--- src/rtl/upc_checkout.sv ---
// upc_checkout: edge-triggered UPC scan classifier with saturating item/discount counts and stolen alarm.
// Define UPC_STOLEN_LATCH_EN to latch the stolen alarm in an ALARM state until clear.
module upc_checkout #(
  parameter int UPC_W = 3,
  parameter int CNT_W = 4,
  parameter logic [2**UPC_W-1:0] DISC_MASK = 8'b0010_0011,
  parameter logic [2**UPC_W-1:0] EXP_MASK = 8'b1100_0010
) (
  input  logic             clk,
  input  logic             reset_n,
  input  logic             scan,
  input  logic             clear,
  input  logic [UPC_W-1:0] upc,
  input  logic             mark,
  output logic [UPC_W-1:0] last_upc,
  output logic             discounted,
  output logic             stolen,
  output logic [CNT_W-1:0] item_count,
  output logic [CNT_W-1:0] disc_count,
  output logic             scan_valid,
  output logic             alarm_state
);
  typedef enum logic [1:0] {IDLE, ACTIVE, ALARM} state_t;
  state_t state;
  logic scan_d, scan_edge, disc, theft, accept;
  assign scan_edge = scan & ~scan_d;
  assign disc = DISC_MASK[upc];
  assign theft = EXP_MASK[upc] & ~mark;
  assign accept = scan_edge & ~clear & (state != ALARM);
  // scan_d resets high so a strobe held through reset is not taken as a scan
  always_ff @(posedge clk or negedge reset_n) begin
    if (!reset_n) begin
      state <= IDLE;
      scan_d <= 1'b1;
      last_upc <= '0;
      discounted <= 1'b0;
      stolen <= 1'b0;
      item_count <= '0;
      disc_count <= '0;
      scan_valid <= 1'b0;
    end else begin
      scan_d <= scan;
      scan_valid <= 1'b0;
      if (clear) begin
        state <= IDLE;
        last_upc <= '0;
        discounted <= 1'b0;
        stolen <= 1'b0;
        item_count <= '0;
        disc_count <= '0;
      end else if (accept) begin
        last_upc <= upc;
        discounted <= disc;
        stolen <= theft;
        item_count <= item_count + CNT_W'(item_count != '1);
        disc_count <= disc_count + CNT_W'(disc && disc_count != '1);
        scan_valid <= 1'b1;
`ifdef UPC_STOLEN_LATCH_EN
        state <= theft ? ALARM : ACTIVE;
`else
        state <= ACTIVE;
`endif
      end
    end
  end
`ifdef UPC_STOLEN_LATCH_EN
  always_ff @(posedge clk or negedge reset_n) begin
    if (!reset_n) alarm_state <= 1'b0;
    else if (clear) alarm_state <= 1'b0;
    else if (accept) alarm_state <= theft;
  end
`else
  assign alarm_state = 1'b0;
`endif
endmodule

--- config.mk ---
export PLATFORM = sky130hd
export DESIGN_NAME = upc_checkout
export DESIGN_NICKNAME = d
export VERILOG_FILES = /design/src/rtl/upc_checkout.sv
export SDC_FILE = /design/constraint.sdc
export NUM_CORES = 1
export LEC_CHECK = 0
export ABC_AREA = 1
export CORE_UTILIZATION = 44
export DETAILED_ROUTE_END_ITERATION = 16
export PLACE_DENSITY = 0.74
export SLEW_MARGIN = 40
export SYNTH_ARGS = -nofsm -noshare
export SYNTH_HDL_FRONTEND = slang
export SYNTH_SLANG_ARGS = --single-unit
--- constraint.sdc ---
create_clock -name clk -period 1.6 [get_ports clk]
set_input_delay 0.16 -clock clk [delete_from_list [all_inputs] [get_ports clk]]
set_output_delay 0.16 -clock clk [all_outputs]
set_load 0.01 [all_outputs]
# Word-level counts from Yosys, hierarchy flattened
# Memories as Yosys holds them, arrays and structs flattened.
# Index checks and enable logic that the tools add are counted.
# word_totals
n_memories	2
romBits	16
regBits	17
elab_cells	41
# op_classes
addsub	2
order_cmp	1
muxes	16
n_eq_ne	3
reduce_logical	2
n_bitwise	7
# mem_list
memory	depth	word_bits	read_ports	rd_clocked_by_memory_dff	wr	line_no	text
(no name shown)	8	1	1	0	0	28	assign theft = EXP_MASK[upc] & ~mark;
(no name shown)	8	1	1	0	0	27	assign disc = DISC_MASK[upc];
# op_table
op	n
$mux 4	4
$add 4x1->4	2
$mux 1	8
$ne 4x4->1 const B	2
$mux 3	2
$and 1x1->1	4
$lt 3x4->1 const B	1
$mux 2	2
$not 1->1	3
$ne 2x2->1 const B	1
$reduce_bool 2->1	1
$logic_and 1x1->1	1

# Longest topological paths before layout
# logic_depth
depth_word	6
ltp_mapped	9
mapped_depth_nobuf	9

# Least setup slack after synthesis
# Ideal clock, no wire load.
# synth_path
kind	register to register
startpoint	register disc_count[2]
endpoint	register disc_count[2]
stages_incl_launch_ff	9
slack_ns	0.243
t_required_ns	1.483
arrival_ns	1.240
n_path_buf	0
cell_sequence	dfrtp_1 > nand2_1 > inv_1 > a31oi_1 > ha_1 > ha_1 > xor2_1 > nand3_1 > nand2_1
# synth_between
elab_chain_len	5
# synth_rtl
item	line_no	text
start, declared	19	output logic [CNT_W-1:0] disc_count,
start signal, assigned	56	disc_count <= disc_count + CNT_W'(disc && disc_count != '1);
$ne 4x4->1	56	
$logic_and 1x1->1	56	
$add 4x1->4 (*)	56	
$mux 4 (*)	51	end else if (accept) begin
$mux 4 (*)	44	if (clear) begin
# Mark *: on every way between the ends. The rest lies on a longest branch, timed or not. The select of a mux whose other input is x is not followed.
# A chain may end at the register's enable or synchronous reset.

# Worst setup path after layout
# layout_path
startpoint	input port upc[2]
endpoint	register disc_count[2]
# layout_between
elab_chain_len	6
# layout_rtl
item	line_no	text
start, declared	13	input logic [UPC_W-1:0] upc,
$mem_v2 8x1	--	
$mux 1 (implied by the code)	27	
$logic_and 1x1->1	56	
$add 4x1->4	56	
$mux 4	51	
$mux 4	44	
# No other way between the ends. The select of a mux whose other input is x is not followed.

==> metrics.md <==
| Metric | Value |
|---|---|
| Sequential share of power | between 50% and 60% |
| Hold WC Path Type | input port to asynchronous set/reset pin |
| Synth top area share | around 47% |
| Psw | 0.0001911 W |
| DRC marker count from the first detailed-route iteration | 10 |
| Fmax | 0.6932 GHz |
| Critical path's largest stage delay | approximately 0.5 ns |
| ANT nets after route | 0 |
| P_leak | just over 0.5 nW |
| First-pass GRT wire length | 2359 um |
| Post-synth top area cell | dfrtp_1 |
| Initial antenna violation count | 0 |
| Maximum level of the CTS H-tree | 1 |
| Status | completed |
| Worst path bufs/invs | 2 |
| Routed len/inst | ~11 um |
| Final net count | approximately 120 |
| Compound-Gate Fraction of Synth Area | ~7.4% |
| CP Cell Sequence | clkdlybuf4s50_1 -> inv_1 -> o21ai_0 -> a31oi_1 -> ha_1 -> ha_1 -> xor2_1 -> nand3_1 -> nand2_1 |
| Clock network power share | about 30% |
| Worst Setup End Kind | register |
| Synth Net Count | 97 |
| Crit-path slowest cell | clkdlybuf4s50_1 |
| Final hold viol count | 0 |
| DR vias/cell | approximately 5.0 |
| Total grt overflow | 0 |
| Clock tree from TritonCTS | done |
| Post-Synth XOR/XNOR Area | 2.361% |
| Initial Utilization | between 40% and 50% |
| Fillers | about 140 |
| Hold slack final | 0.1666 ns |
| Sw Share | around a quarter |
| Mapped Cells | 85 |
| IO Pins | 23 |
| Top post-synthesis cells by area | dfrtp_1 47%, nand2_1 13%, ha_1 6.7% |
| Worst-path maximum fanout | 3 |
| Distinct cells, synth | 21 |
| Most frequent CP cell | ha_1 |
| Mean Syn Cell Area | slightly below 9 um2 |
| Gate power share | between 10% and 20% |
| Post-layout minimum cycle time | approximately 1.4 ns |
| CP delay by family, top | buffers and inverters |
| Mapped cell area | between 700 and 800 um2 |
| Total GRT Usage | 17.63% |
| Synth Area in Simple Gates | 24.11% |
| Critical path arrival | 1.64 ns |
| Root Driver | clkbuf_4 |
| # resized after CTS | 0 |
| Layout cells sized above 1 | 13.64% |
| Yosys warnings | 0 |
| Reg2reg start | disc_count[2]$_DFFE_PN0P_ |
| Inserted Diodes | 0 |
| Layout Skew | ~0.0053 ns |
| Num CTS Buffers | 3 |
| Die X-Extent | 43.07 um |
| CTS Hold Bufs | 0 |
| # rows | 14 |
| Seq/Total Area, Yosys | between 50 and 60% |
| WP depth | 9 |
| VDD IR max | ~0.43 mV |
| Setup Fix Bufs, Post-CTS | 0 |
| Bufs on Longest Clock Path | 2 |
| Period utilisation layout | around 90% |
| HPWL after detailed placement | approximately 1000 um |
| DRT Pass-1 Iters | 4 |
| Core footprint | 0.001541 mm2 |
| CP Class | input port to register |
| Synth-to-Final Area Change | 34.23% |
| Die Y-Extent | approximately 43 um |
| Vias | roughly 630 |
| Layout Cells excl Fill | 126 |
| PwrDens | roughly 730 mW/mm2 |
| Internal power | ~0.00054 W |
| # port buffers | 21 |
| Most frequent cells in the layout | 25 x nand2_1, 21 x clkdlybuf4s50_1, 14 x dfrtp_1 |
| Clk sinks | 15 |
| Seq. cell area | roughly 380 um2 |
| Synth Area in Adders | between 6 and 7% |
| Setup violations, final | 0 |
| Placer Congestion | about 0.85 |
| Commonest non-fill, non-tap cell in the layout | nand2_1 |
| Flops & latches, synth | 15 |
| Clock Latency Late Sink | roughly 0.29 ns |
| Routed WL | between 1000 and 1500 um |
| R2R depth | 9 |
| Largest net degree at the start of global routing | 16 |
| Placed cells | approximately 120 |
| Largest family of logic cells by synthesized area | simple AND/OR/NAND/NOR gates |
| Vias in the first global route | about 570 |
| Final slew viol count | 0 |
| MaxCap Viol Count | 0 |
| Crit path launch | upc[2] |
| CP Data Required Time | 1.79 ns |
| RSZ-0062 raised after global routing | no |
| Drt drc | 0 |
| CTS clk-pin slew, worst paths | 0.09 ns |
| Post-synthesis mux area share | 0% |
| Critical Path Source Type | input port |
| Multi-input gate area | between 300 and 400 um2 |
| Die footprint | 0.001855 mm2 |
[synthesized netlist by cell type (all sizes together)]
master and n:
conb 1, xor2 2, o21ai 6, inv 11, nor2 6, dfrtp 14
a21oi 3, nand4 1, dfstp 1, nand2 28, nand3 5, buf 2
ha 4, a31oi 1
[final timing paths]
path                                             endpoint  slack (ns)
min in group clk                         scan_d$_DFF_PN1_        0.36
max in group asynchronous                scan_d$_DFF_PN1_        1.18
worst min-delay path                 scan_valid$_DFF_PN0_        0.17
worst max register to register  disc_count[3]$_DFFE_PN0P_        0.19
worst min register to register         stolen$_DFFE_PN0P_        0.49
worst max-delay path            disc_count[2]$_DFFE_PN0P_        0.16
[sequential cells by signal (all words and copies together), names as in the netlist]
name,count
scan_d,1
discounted,1
scan_valid,1
disc_count,4
item_count,4
stolen,1
last_upc,3
[worst register-to-register path: cells and delay by family (launching register included)]
| family | cells | cell delay (ns) |
|---|---|---|
| AOI/OAI and AO/OA | 1 | 0.15 |
| adders and majority gates | 1 | 0.19 |
| buffers and inverters | 2 | 0.10 |
| DFF | 1 | 0.43 |
| and+or+nand+nor | 5 | 0.45 |
[cell families (layout without fill, tap and decap cells)]
logic type / count (synthesis) / count (layout)
AOI/OAI and AO/OA: 10 / 10
xor gates and xnor gates: 2 / 2
adders and majority gates: 4 / 4
DFF: 15 / 15
and+or+nand+nor: 40 / 40
buffers and inverters: 13 / 38
other: 1 / 1
[power groups by stage]
stage               clock [W]  sequential, W  combinational [W]
floorplan                   0       0.000413          0.0000443
global placement            0       0.000408           0.000104
detailed placement          0       0.000408           0.000105
CTS                  0.000230       0.000401           0.000105
global route         0.000246       0.000403           0.000116
finish               0.000222       0.000401           0.000104
[final cells by class]
type	count	share of cell area (%)
Sequential cell	15	37.81
Multi-Input combinational cell	57	30.65
Inverter	11	4.146
Clock inverter	1	0.5025
Clock buffer	3	2.261
Timing Repair Buffer	23	22.61
Tap cell	16	2.010
[layer usage]
layer	track usage [%]	vias up	wire, um
met1	22.31	294	639
li1	-	315	-
met4	10.91	0	37
met3	4.681	5	91
met2	26.67	19	660
met5	0	-	0
[per-stage QoR]
| stage | setup TNS, ns | power (W) | utilization (%) | setup WS (ns) | cell area, um2 |
|---|---|---|---|---|---|
| after floorplan | 0 | 0.0004568 | - | 0.2432 | 742.0 |
| after global placement | -0.1667 | 0.0005116 | 62.82 | -0.1052 | 968.4 |
| after detailed placement | -0.2802 | 0.0005132 | 62.82 | -0.1636 | 968.4 |
| after CTS | 0 | 0.0007362 | 64.61 | 0.1484 | 996.0 |
| after global routing | 0 | 0.0007647 | 64.61 | 0.04696 | 996.0 |
| final | 0 | 0.0007267 | 64.61 | 0.1574 | 996.0 |
Power figures use the tool's default switching activity.
